--- src/rtl/vout_timing_gen_quad_pkg.sv ---
// rtl/vout_timing_gen_quad_pkg.sv - shared FSM encoding and reference 1080p60 timing
package vout_timing_gen_quad_pkg;

    typedef enum logic {
        ST_IDLE = 1'b0,
        ST_RUN  = 1'b1
    } state_t;

    localparam int H1080_FP     = 88;
    localparam int H1080_SYNC   = 44;
    localparam int H1080_BP     = 148;
    localparam int H1080_ACTIVE = 1920;
    localparam int H1080_TOTAL  = 2200;

    localparam int V1080_FP     = 4;
    localparam int V1080_SYNC   = 5;
    localparam int V1080_BP     = 36;
    localparam int V1080_ACTIVE = 1080;
    localparam int V1080_TOTAL  = 1125;

endpackage

--- src/rtl/vout_axis_decode.sv ---
// rtl/vout_axis_decode.sv - per-axis region decode: sync, active and active-area coordinate
module vout_axis_decode #(
    parameter int CW = 12
) (
    input  logic [CW-1:0] cnt,
    input  logic [CW-1:0] sync,
    input  logic [CW-1:0] bp,
    input  logic [CW-1:0] active,
    output logic          in_sync,
    output logic          in_active,
    output logic [CW-1:0] coord
);

    logic [CW:0] act_start;
    logic [CW:0] act_end;

    // One extra bit keeps sync+bp+active from wrapping back into the line
    always_comb begin
        act_start = {1'b0, sync} + {1'b0, bp};
        act_end   = act_start + {1'b0, active};
        in_sync   = cnt < sync;
        in_active = ({1'b0, cnt} >= act_start) && ({1'b0, cnt} < act_end);
        coord     = in_active ? (cnt - act_start[CW-1:0]) : '0;
    end

endmodule

--- src/rtl/vout_timing_gen_quad.sv ---
// rtl/vout_timing_gen_quad.sv - video timing generator with shadowed config and quadrant tagging
module vout_timing_gen_quad
    import vout_timing_gen_quad_pkg::*;
#(
    parameter int CW       = 12,
    parameter int RST_HTOT = 0,
    parameter int RST_VTOT = 0
) (
    input  logic          dp_clk,
    input  logic          rst,
    input  logic [CW-1:0] h_fp,
    input  logic [CW-1:0] h_sync,
    input  logic [CW-1:0] h_bp,
    input  logic [CW-1:0] h_active,
    input  logic [CW-1:0] h_total,
    input  logic [CW-1:0] v_fp,
    input  logic [CW-1:0] v_sync,
    input  logic [CW-1:0] v_bp,
    input  logic [CW-1:0] v_active,
    input  logic [CW-1:0] v_total,
    input  logic          hs_pol,
    input  logic          vs_pol,
    input  logic          cfg_update,
    output logic          hs,
    output logic          vs,
    output logic          de,
    output logic [CW-1:0] x,
    output logic [CW-1:0] y,
    output logic [1:0]    quad_id,
    output logic          sof,
    output logic          eol
);

    localparam logic [CW-1:0] ONE = CW'(1);
    localparam logic [CW-1:0] TWO = CW'(2);

    state_t        state;
    logic          pending;
    logic [CW-1:0] h_cnt, v_cnt;
    logic [CW-1:0] sh_hfp, sh_hsync, sh_hbp, sh_hact, sh_htot;
    logic [CW-1:0] sh_vfp, sh_vsync, sh_vbp, sh_vact, sh_vtot;
    logic          sh_hpol, sh_vpol;

    logic          h_in_sync, h_in_act, v_in_sync, v_in_act;
    logic [CW-1:0] h_coord, v_coord;
    logic          h_wrap, v_wrap, frame_end, shadow_ok, new_ok, do_load, de_c;

    vout_axis_decode #(.CW(CW)) u_h_decode (
        .cnt(h_cnt), .sync(sh_hsync), .bp(sh_hbp), .active(sh_hact),
        .in_sync(h_in_sync), .in_active(h_in_act), .coord(h_coord)
    );

    vout_axis_decode #(.CW(CW)) u_v_decode (
        .cnt(v_cnt), .sync(sh_vsync), .bp(sh_vbp), .active(sh_vact),
        .in_sync(v_in_sync), .in_active(v_in_act), .coord(v_coord)
    );

    always_comb begin
        h_wrap    = h_cnt == sh_htot - ONE;
        v_wrap    = v_cnt == sh_vtot - ONE;
        frame_end = h_wrap && v_wrap;
        shadow_ok = (sh_htot >= TWO) && (sh_vtot >= TWO);
        new_ok    = (h_total >= TWO) && (v_total >= TWO);
        do_load   = (state == ST_IDLE) ? pending : (frame_end && (pending || cfg_update));
        de_c      = h_in_act && v_in_act;
    end

    always_ff @(posedge dp_clk or posedge rst) begin
        if (rst) begin
            state    <= ST_IDLE;
            pending  <= 1'b0;
            h_cnt    <= '0;
            v_cnt    <= '0;
            sh_hfp   <= '0;
            sh_hsync <= '0;
            sh_hbp   <= '0;
            sh_hact  <= '0;
            sh_htot  <= CW'(RST_HTOT);
            sh_vfp   <= '0;
            sh_vsync <= '0;
            sh_vbp   <= '0;
            sh_vact  <= '0;
            sh_vtot  <= CW'(RST_VTOT);
            sh_hpol  <= 1'b1;
            sh_vpol  <= 1'b1;
            hs       <= 1'b0;
            vs       <= 1'b0;
            de       <= 1'b0;
            x        <= '0;
            y        <= '0;
            quad_id  <= 2'b00;
            sof      <= 1'b0;
            eol      <= 1'b0;
        end else begin
            if (do_load) begin
                pending  <= 1'b0;
                sh_hfp   <= h_fp;
                sh_hsync <= h_sync;
                sh_hbp   <= h_bp;
                sh_hact  <= h_active;
                sh_htot  <= h_total;
                sh_vfp   <= v_fp;
                sh_vsync <= v_sync;
                sh_vbp   <= v_bp;
                sh_vact  <= v_active;
                sh_vtot  <= v_total;
                sh_hpol  <= hs_pol;
                sh_vpol  <= vs_pol;
            end else if (cfg_update) begin
                pending <= 1'b1;
            end

            case (state)
                ST_IDLE: begin
                    h_cnt   <= '0;
                    v_cnt   <= '0;
                    hs      <= ~sh_hpol;
                    vs      <= ~sh_vpol;
                    de      <= 1'b0;
                    x       <= '0;
                    y       <= '0;
                    quad_id <= 2'b00;
                    sof     <= 1'b0;
                    eol     <= 1'b0;
                    if (shadow_ok)
                        state <= ST_RUN;
                end
                ST_RUN: begin
                    h_cnt <= h_wrap ? '0 : h_cnt + ONE;
                    if (h_wrap)
                        v_cnt <= v_wrap ? '0 : v_cnt + ONE;
                    if (!shadow_ok || (do_load && !new_ok))
                        state <= ST_IDLE;
                    // Outputs use the shadow as it stands this cycle, so a frame-end load lands with counter 0
                    hs      <= sh_hpol ? h_in_sync : ~h_in_sync;
                    vs      <= sh_vpol ? v_in_sync : ~v_in_sync;
                    de      <= de_c;
                    x       <= de_c ? h_coord : '0;
                    y       <= de_c ? v_coord : '0;
                    quad_id <= {de_c && (v_coord >= (sh_vact >> 1)), de_c && (h_coord >= (sh_hact >> 1))};
                    sof     <= de_c && (h_coord == '0) && (v_coord == '0);
                    eol     <= de_c && ((h_coord == sh_hact - ONE) || h_wrap);
                end
                default: state <= ST_IDLE;
            endcase
        end
    end

endmodule

--- config.mk ---
export PLATFORM = sky130hd
export DESIGN_NAME = vout_timing_gen_quad
export DESIGN_NICKNAME = d
export VERILOG_FILES = /design/src/rtl/vout_timing_gen_quad_pkg.sv /design/src/rtl/vout_axis_decode.sv /design/src/rtl/vout_timing_gen_quad.sv
export SDC_FILE = /design/constraint.sdc
export NUM_CORES = 1
export LEC_CHECK = 0
export CAP_MARGIN = 20
export CORE_ASPECT_RATIO = 0.8
export CORE_MARGIN = 1.5
export CORE_UTILIZATION = 45
export DETAILED_ROUTE_END_ITERATION = 10
export PLACE_DENSITY = 0.67
export SYNTH_ARGS = -nofsm -noshare
export SYNTH_HDL_FRONTEND = slang
export SYNTH_SLANG_ARGS = --single-unit
export TNS_END_PERCENT = 5
--- constraint.sdc ---
create_clock -name dp_clk -period 17.1 [get_ports dp_clk]
set_input_delay 3.42 -clock dp_clk [delete_from_list [all_inputs] [get_ports dp_clk]]
set_output_delay 3.42 -clock dp_clk [all_outputs]
set_load 0.1 [all_outputs]
---- Word level (Yosys, flattened, before mapping) ----
Cells that the tools add are included.
storage, ports and cells
  latch bits .............................. 0
  output and inout port bits .............. 31
  memories kept ........................... 0
  memory bits (writable) .................. 0
  bits of input ports ..................... 125
  word-level logic and storage cells ...... 100
  register bits ........................... 155
  bits in read-only memories .............. 0
cells by class
  reduce and logical (&&, ||, !) cells .... 21
  magnitude comparators ................... 12
  multiplexer cells ....................... 25
  shift operators ......................... 0
  div/mod/pow operators ................... 0
  $add $sub $neg .......................... 11
  bitwise gates (word level) .............. 5
  multiply operators ...................... 0
  equality and inequality tests ........... 4
operator list
  cell                                                                 number
  one-hot mux 12 bit (2 select lines)                                  4
  two-way mux 12 bit                                                   7
  greater-or-equal comparator 12 x 2 -> 1 bit (second input constant)  4
  == test 12 bit                                                       3
  subtractor 12 x 1 -> 12 bit (second input constant)                  3
  adder 12 x 12 -> 13 bit                                              2
  adder 13 x 12 -> 13 bit                                              2
  greater-or-equal comparator 12 x 13 -> 1 bit                         2
  less-than comparator 12 x 13 -> 1 bit                                2
  adder 12 x 1 -> 12 bit (second input constant)                       2
  greater-or-equal comparator 12 x 11 -> 1 bit                         2
  logical NOT 12 bit                                                   2
  less-than comparator 12 bit                                          2
  subtractor 12 bit                                                    2
  logical AND 1 bit                                                    13
  one-hot mux 1 bit (2 select lines)                                   6
  two-way mux 1 bit                                                    7
  NOT 1 bit                                                            5
  one-hot mux 2 bit (2 select lines)                                   1
  logical OR 1 bit                                                     3
  logical NOT 1 bit                                                    2
  inequality test 2 x 1 -> 1 bit (second input constant)               1
  nonzero test 2 bit                                                   1

---- Depth between registers and ports, before layout ----
  depth after elaboration ................. 9
  gate-level depth with buffers ........... 34

---- Modules after synthesis ----
Synthesis repeated with hierarchy kept, for this count alone.
second synthesis, totals
  cells, all modules ...................... 1889
  area, all modules ....................... 15623.7 um^2
modules (own cells, without submodules)
  module                          cells an instance  seq. area each (um^2)  times used  area each (um^2)
  vout_timing_gen_quad            1288               3881.2                 1           10993.0
  vout_axis_decode at u_v_decode  301                0.0                    1           2318.5
  vout_axis_decode at u_h_decode  300                0.0                    1           2312.2

---- Worst setup path before layout ----
OpenSTA, ideal clock, no wires.
  path kind ............................... flip-flop to flip-flop
  start point ............................. register sh_hsync[1]
  end point ............................... register quad_id[0]
  required time ........................... 16968 ps
  stages on the path, launching flop included .. 32
  arrival time ............................ 6298 ps
  buffers on the path ..................... 1
  clock period less this slack ............ 6429 ps
  setup slack ............................. 10671 ps
  cells stage by stage .................... dfrtp_1 ha_1 a21o_1 a21oi_1 o21bai_1 a21oi_1 o21bai_1 a21oi_1 o211ai_1 xor2_1 ha_1 a21o_1 a31oi_1 xor2_1 ha_1 a2111o_1 a221oi_2 a211oi_1 a2111o_1 buf_6 or3_1 ha_1 nand2b_1 a21o_1 a21o_1 a21o_1 a21o_1 a21o_1 a21o_1 a21o_1 a41oi_1 nor2_1
between the ends
  cells in the longest elaborated chain, start to end .. 8
  elaborated cells between the ends (all ways) .. 11
  those cells by class .................... add/sub (3); order compare (3); mux (2); reduce/logical (3)
RTL lines
  what                                          line                         source
  from (decl)                                   vout_timing_gen_quad.sv:40   logic [CW-1:0] sh_hfp, sh_hsync, sh_hbp, sh_hact, sh_htot;
  from (signal assigned)                        vout_timing_gen_quad.sv:98   sh_hsync <= h_sync;
  adder 12 x 12 -> 13 bit *                     vout_axis_decode.sv:19       act_start = {1'b0, sync} + {1'b0, bp};
  adder 13 x 12 -> 13 bit                       vout_axis_decode.sv:20       act_end = act_start + {1'b0, active};
  less-than comparator 12 x 13 -> 1 bit         vout_axis_decode.sv:22       in_active = ({1'b0, cnt} >= act_start) && ({1'b0, cnt} < act_end);
  logical AND 1 bit                             vout_axis_decode.sv:22
  two-way mux 12 bit                            vout_axis_decode.sv:23       coord = in_active ? (cnt - act_start[CW-1:0]) : '0;
  greater-or-equal comparator 12 x 11 -> 1 bit  vout_timing_gen_quad.sv:140  quad_id <= {de_c && (v_coord >= (sh_vact >> 1)), de_c && (h_coord >= (sh_hact >> 1))};
  logical AND 1 bit *                           vout_timing_gen_quad.sv:140
  one-hot mux 2 bit (2 select lines) *          vout_timing_gen_quad.sv:113  case (state)
  to (signal assigned)                          vout_timing_gen_quad.sv:140
  to (decl)                                     vout_timing_gen_quad.sv:29   output logic [1:0] quad_id,
Every way passes the cells marked *; elsewhere a longest branch is shown, timed or not.
A chain may end at the register's enable or synchronous reset.

---- Worst setup path after layout ----
  start point ............................. register sh_hsync[0]
  end point ............................... register quad_id[0]
Same word-level chain as after synthesis.

==> impl_metrics.json <==
{
  "period_needed_ps": 7300,
  "yosysWarnings": 0,
  "synth_ff_type": "dfrtp_1",
  "rsz0062_at_grt": "false",
  "die_h_um": 149,
  "ys_types": 77,
  "status": "finished, final reports clean",
  "setup_viol": 0,
  "track_usage_pct": 21.1,
  "post_cts_resized": 0,
  "setup_slack_ps": 9800,
  "vdd_ir_drop_max_uv": 66.2,
  "synth_edf_count": 0,
  "instances_no_fill": 1768,
  "n_fill_cell": 2405,
  "hold_viol_final": 0,
  "hold_depth": 1,
  "start_util_pct": 45.7,
  "final_common_cell": "dfrtp_1",
  "fin_nets": 1675,
  "async_reset_ff_share_pct": 100,
  "layout_common_cells": "153 x dfrtp_1, 146 x ha_1, 131 x clkdlybuf4s50_1",
  "synth.top_cell.area_share_pct": 32.0,
  "path_class": "flop to flop",
  "hp-class": "flop to flop",
  "antenna_found_initial": 0,
  "fp.dieW_um": 185,
  "antenna_cells": 0,
  "root_buffer": "clkbuf_16",
  "cts_tree": "built",
  "worst_path_most_repeated_cell": "a21o_1",
  "ctsLongestPathBuffers": 2,
  "postSynthCellCount": 1276,
  "cellPowerDensity_nw_per_um2": 89.9,
  "ctsHtreeMaxLevel": 4,
  "worstMarginPinSlew_ps": 974,
  "drt_iter0_markers": 628,
  "grt_pass1_vias": 9233,
  "syn_area_per_cell_um2": 9.38,
  "syn-num-nets": 1553,
  "dieArea_um2": 27600,
  "rows": 53,
  "drv_cap": 0,
  "cts.sinks": 155,
  "grt_max_degree": 81,
  "r2r_cells": 30,
  "crit_arrival_ps": 7600,
  "max_stage_delay_ps": 690,
  "cts.reportedPaths.clkPinSlew_ps": 70,
  "slew_headroom_pct": 34.9,
  "path_max_fanout": 13,
  "synth_area_leader_cell": "dfrtp_1",
  "syn_to_final_growth_pct": 17.8,
  "syn-cell-area_um2": 12000,
  "drt-pass1-iter-count": 5,
  "place_ws_ps": 9880,
  "power_mw": 1.27,
  "ys_top_cells_by_area": "dfrtp_1 32%, ha_1 15%, xnor2_1 4.8%",
  "hold_slack_ps": 520,
  "port_buffers": 131,
  "grt_pass1_wl_um": 46200,
  "dp_cells": 1736,
  "slowest_stage": "a2111o_1",
  "routed_wl_um": 28200,
  "wl_per_cell_um": 15.9,
  "vias": 9511,
  "cts_hold_buf": 0,
  "grt-ovfl-total": 0,
  "drc_errors": 0,
  "ys_seq_area_share_pct": 32.4,
  "routabilityCongestion": 0.869,
  "period_share_pct": 42.7,
  "final_layout_size_suffix_gt1_share_pct": 7.94,
  "insertion_delay_ps": 430,
  "vias_per_cell": 5.38,
  "worstSetupStartpointType": "flop",
  "setup_tns_ps": 0,
  "cts_inserted_buffers": 17,
  "fin_util_pct": 53.8,
  "maxSlewViolCount": 0,
  "end_kind": "flop",
  "clock_skew_ps": 13.0,
  "stdcell_area_um2": 14100,
  "placed_cell_area_um2": 13500,
  "cp.required_ps": 17400,
  "core-area_um2": 26200,
  "ys_ff_latch": 155,
  "power_leakage_nw": 6.54,
  "fmax_mhz": 137,
  "ant_nets": 0,
  "hpwlAfterDp_um": 21700,
  "post_cts_buffers": 0,
  "top_level_ports": 156
}
-- cells in the mapped netlist (10+ instances only) --
master    instances
nand2b_1         29
o21bai_1         12
nand2_1          96
xnor2_1          65
a21oi_1          54
a211oi_1         10
mux2_2           18
nor2b_1          11
nor3_1           24
mux2_4           30
ha_1            146
inv_1           106
nor2_1           92
o21a_1           15
nand4_1          12
dfrtp_1         153
a31oi_1          11
xor2_1           43
o21ai_0          96
nand3_1          23
nor4_1           13
a21o_1           41
and3_1           19
-- area by class of cell --
| cell class | count | area (µm²) | share of cell area [%] |
|---|---|---|---|
| sequential | 155 | 3880 | 27.5 |
| inverter | 106 | 403 | 2.86 |
| clock inverter | 14 | 139 | 0.985 |
| tap | 357 | 447 | 3.17 |
| timing repair buffer | 133 | 1330 | 9.41 |
| clock buffer | 18 | 429 | 3.04 |
| multi-input combinational | 985 | 7480 | 53.0 |
-- worst paths after layout --
check	from	to	slack, ps
worst min-delay path	sh_hbp[3]$_DFFE_PP0P_	sh_hbp[3]$_DFFE_PP0P_	520
min in group asynchronous	rst	x[9]$_DFF_PP0_	3520
worst max-delay path	sh_hsync[0]$_DFFE_PP0P_	quad_id[0]$_DFF_PP0_	9800
worst max register to register	sh_hsync[0]$_DFFE_PP0P_	quad_id[0]$_DFF_PP0_	9800
worst min register to register	sh_hbp[3]$_DFFE_PP0P_	sh_hbp[3]$_DFFE_PP0P_	520
max in group asynchronous	rst	sh_vtot[11]$_DFFE_PP0P_	12180
-- power by group --
group	internal, mW	leakage [nW]	switching, mW	total [mW]
combinational	0.207	4.35	0.260	0.468
sequential	0.386	1.91	0.0377	0.424
clock	0.204	0.275	0.172	0.376
total	0.797	6.54	0.470	1.27
-- routing by layer --
metal / vias up / wire length, µm / GRT usage, %
li1: 4790 / - / -
met1: 4485 / 15000 / 32.2
met2: 217 / 11600 / 31.3
met3: 19 / 1390 / 3.76
met4: 0 / 171 / 3.78
met5: - / 0 / 0
-- critical path, delay by kind of cell, from the launching register on --
| kind | cells | cell delay [ps] |
|---|---|---|
| and+or+nand+nor | 5 | 1030 |
| adders and majority gates | 5 | 1530 |
| AOI/OAI and AO/OA | 19 | 4050 |
| DFF | 1 | 400 |
| xor gates and xnor gates | 1 | 150 |
-- cell families after synthesis --
group,after synthesis,share of synthesized area (%)
buffers and inverters,136,5.19
flip-flops,155,32.4
adder cells (fa/ha/maj),152,16.3
AND/OR/NAND/NOR,371,15.7
XOR/XNOR,108,7.90
AO/OA/AOI/OAI,303,16.8
multiplexers,51,5.72
(Power assumes the default switching activity.)
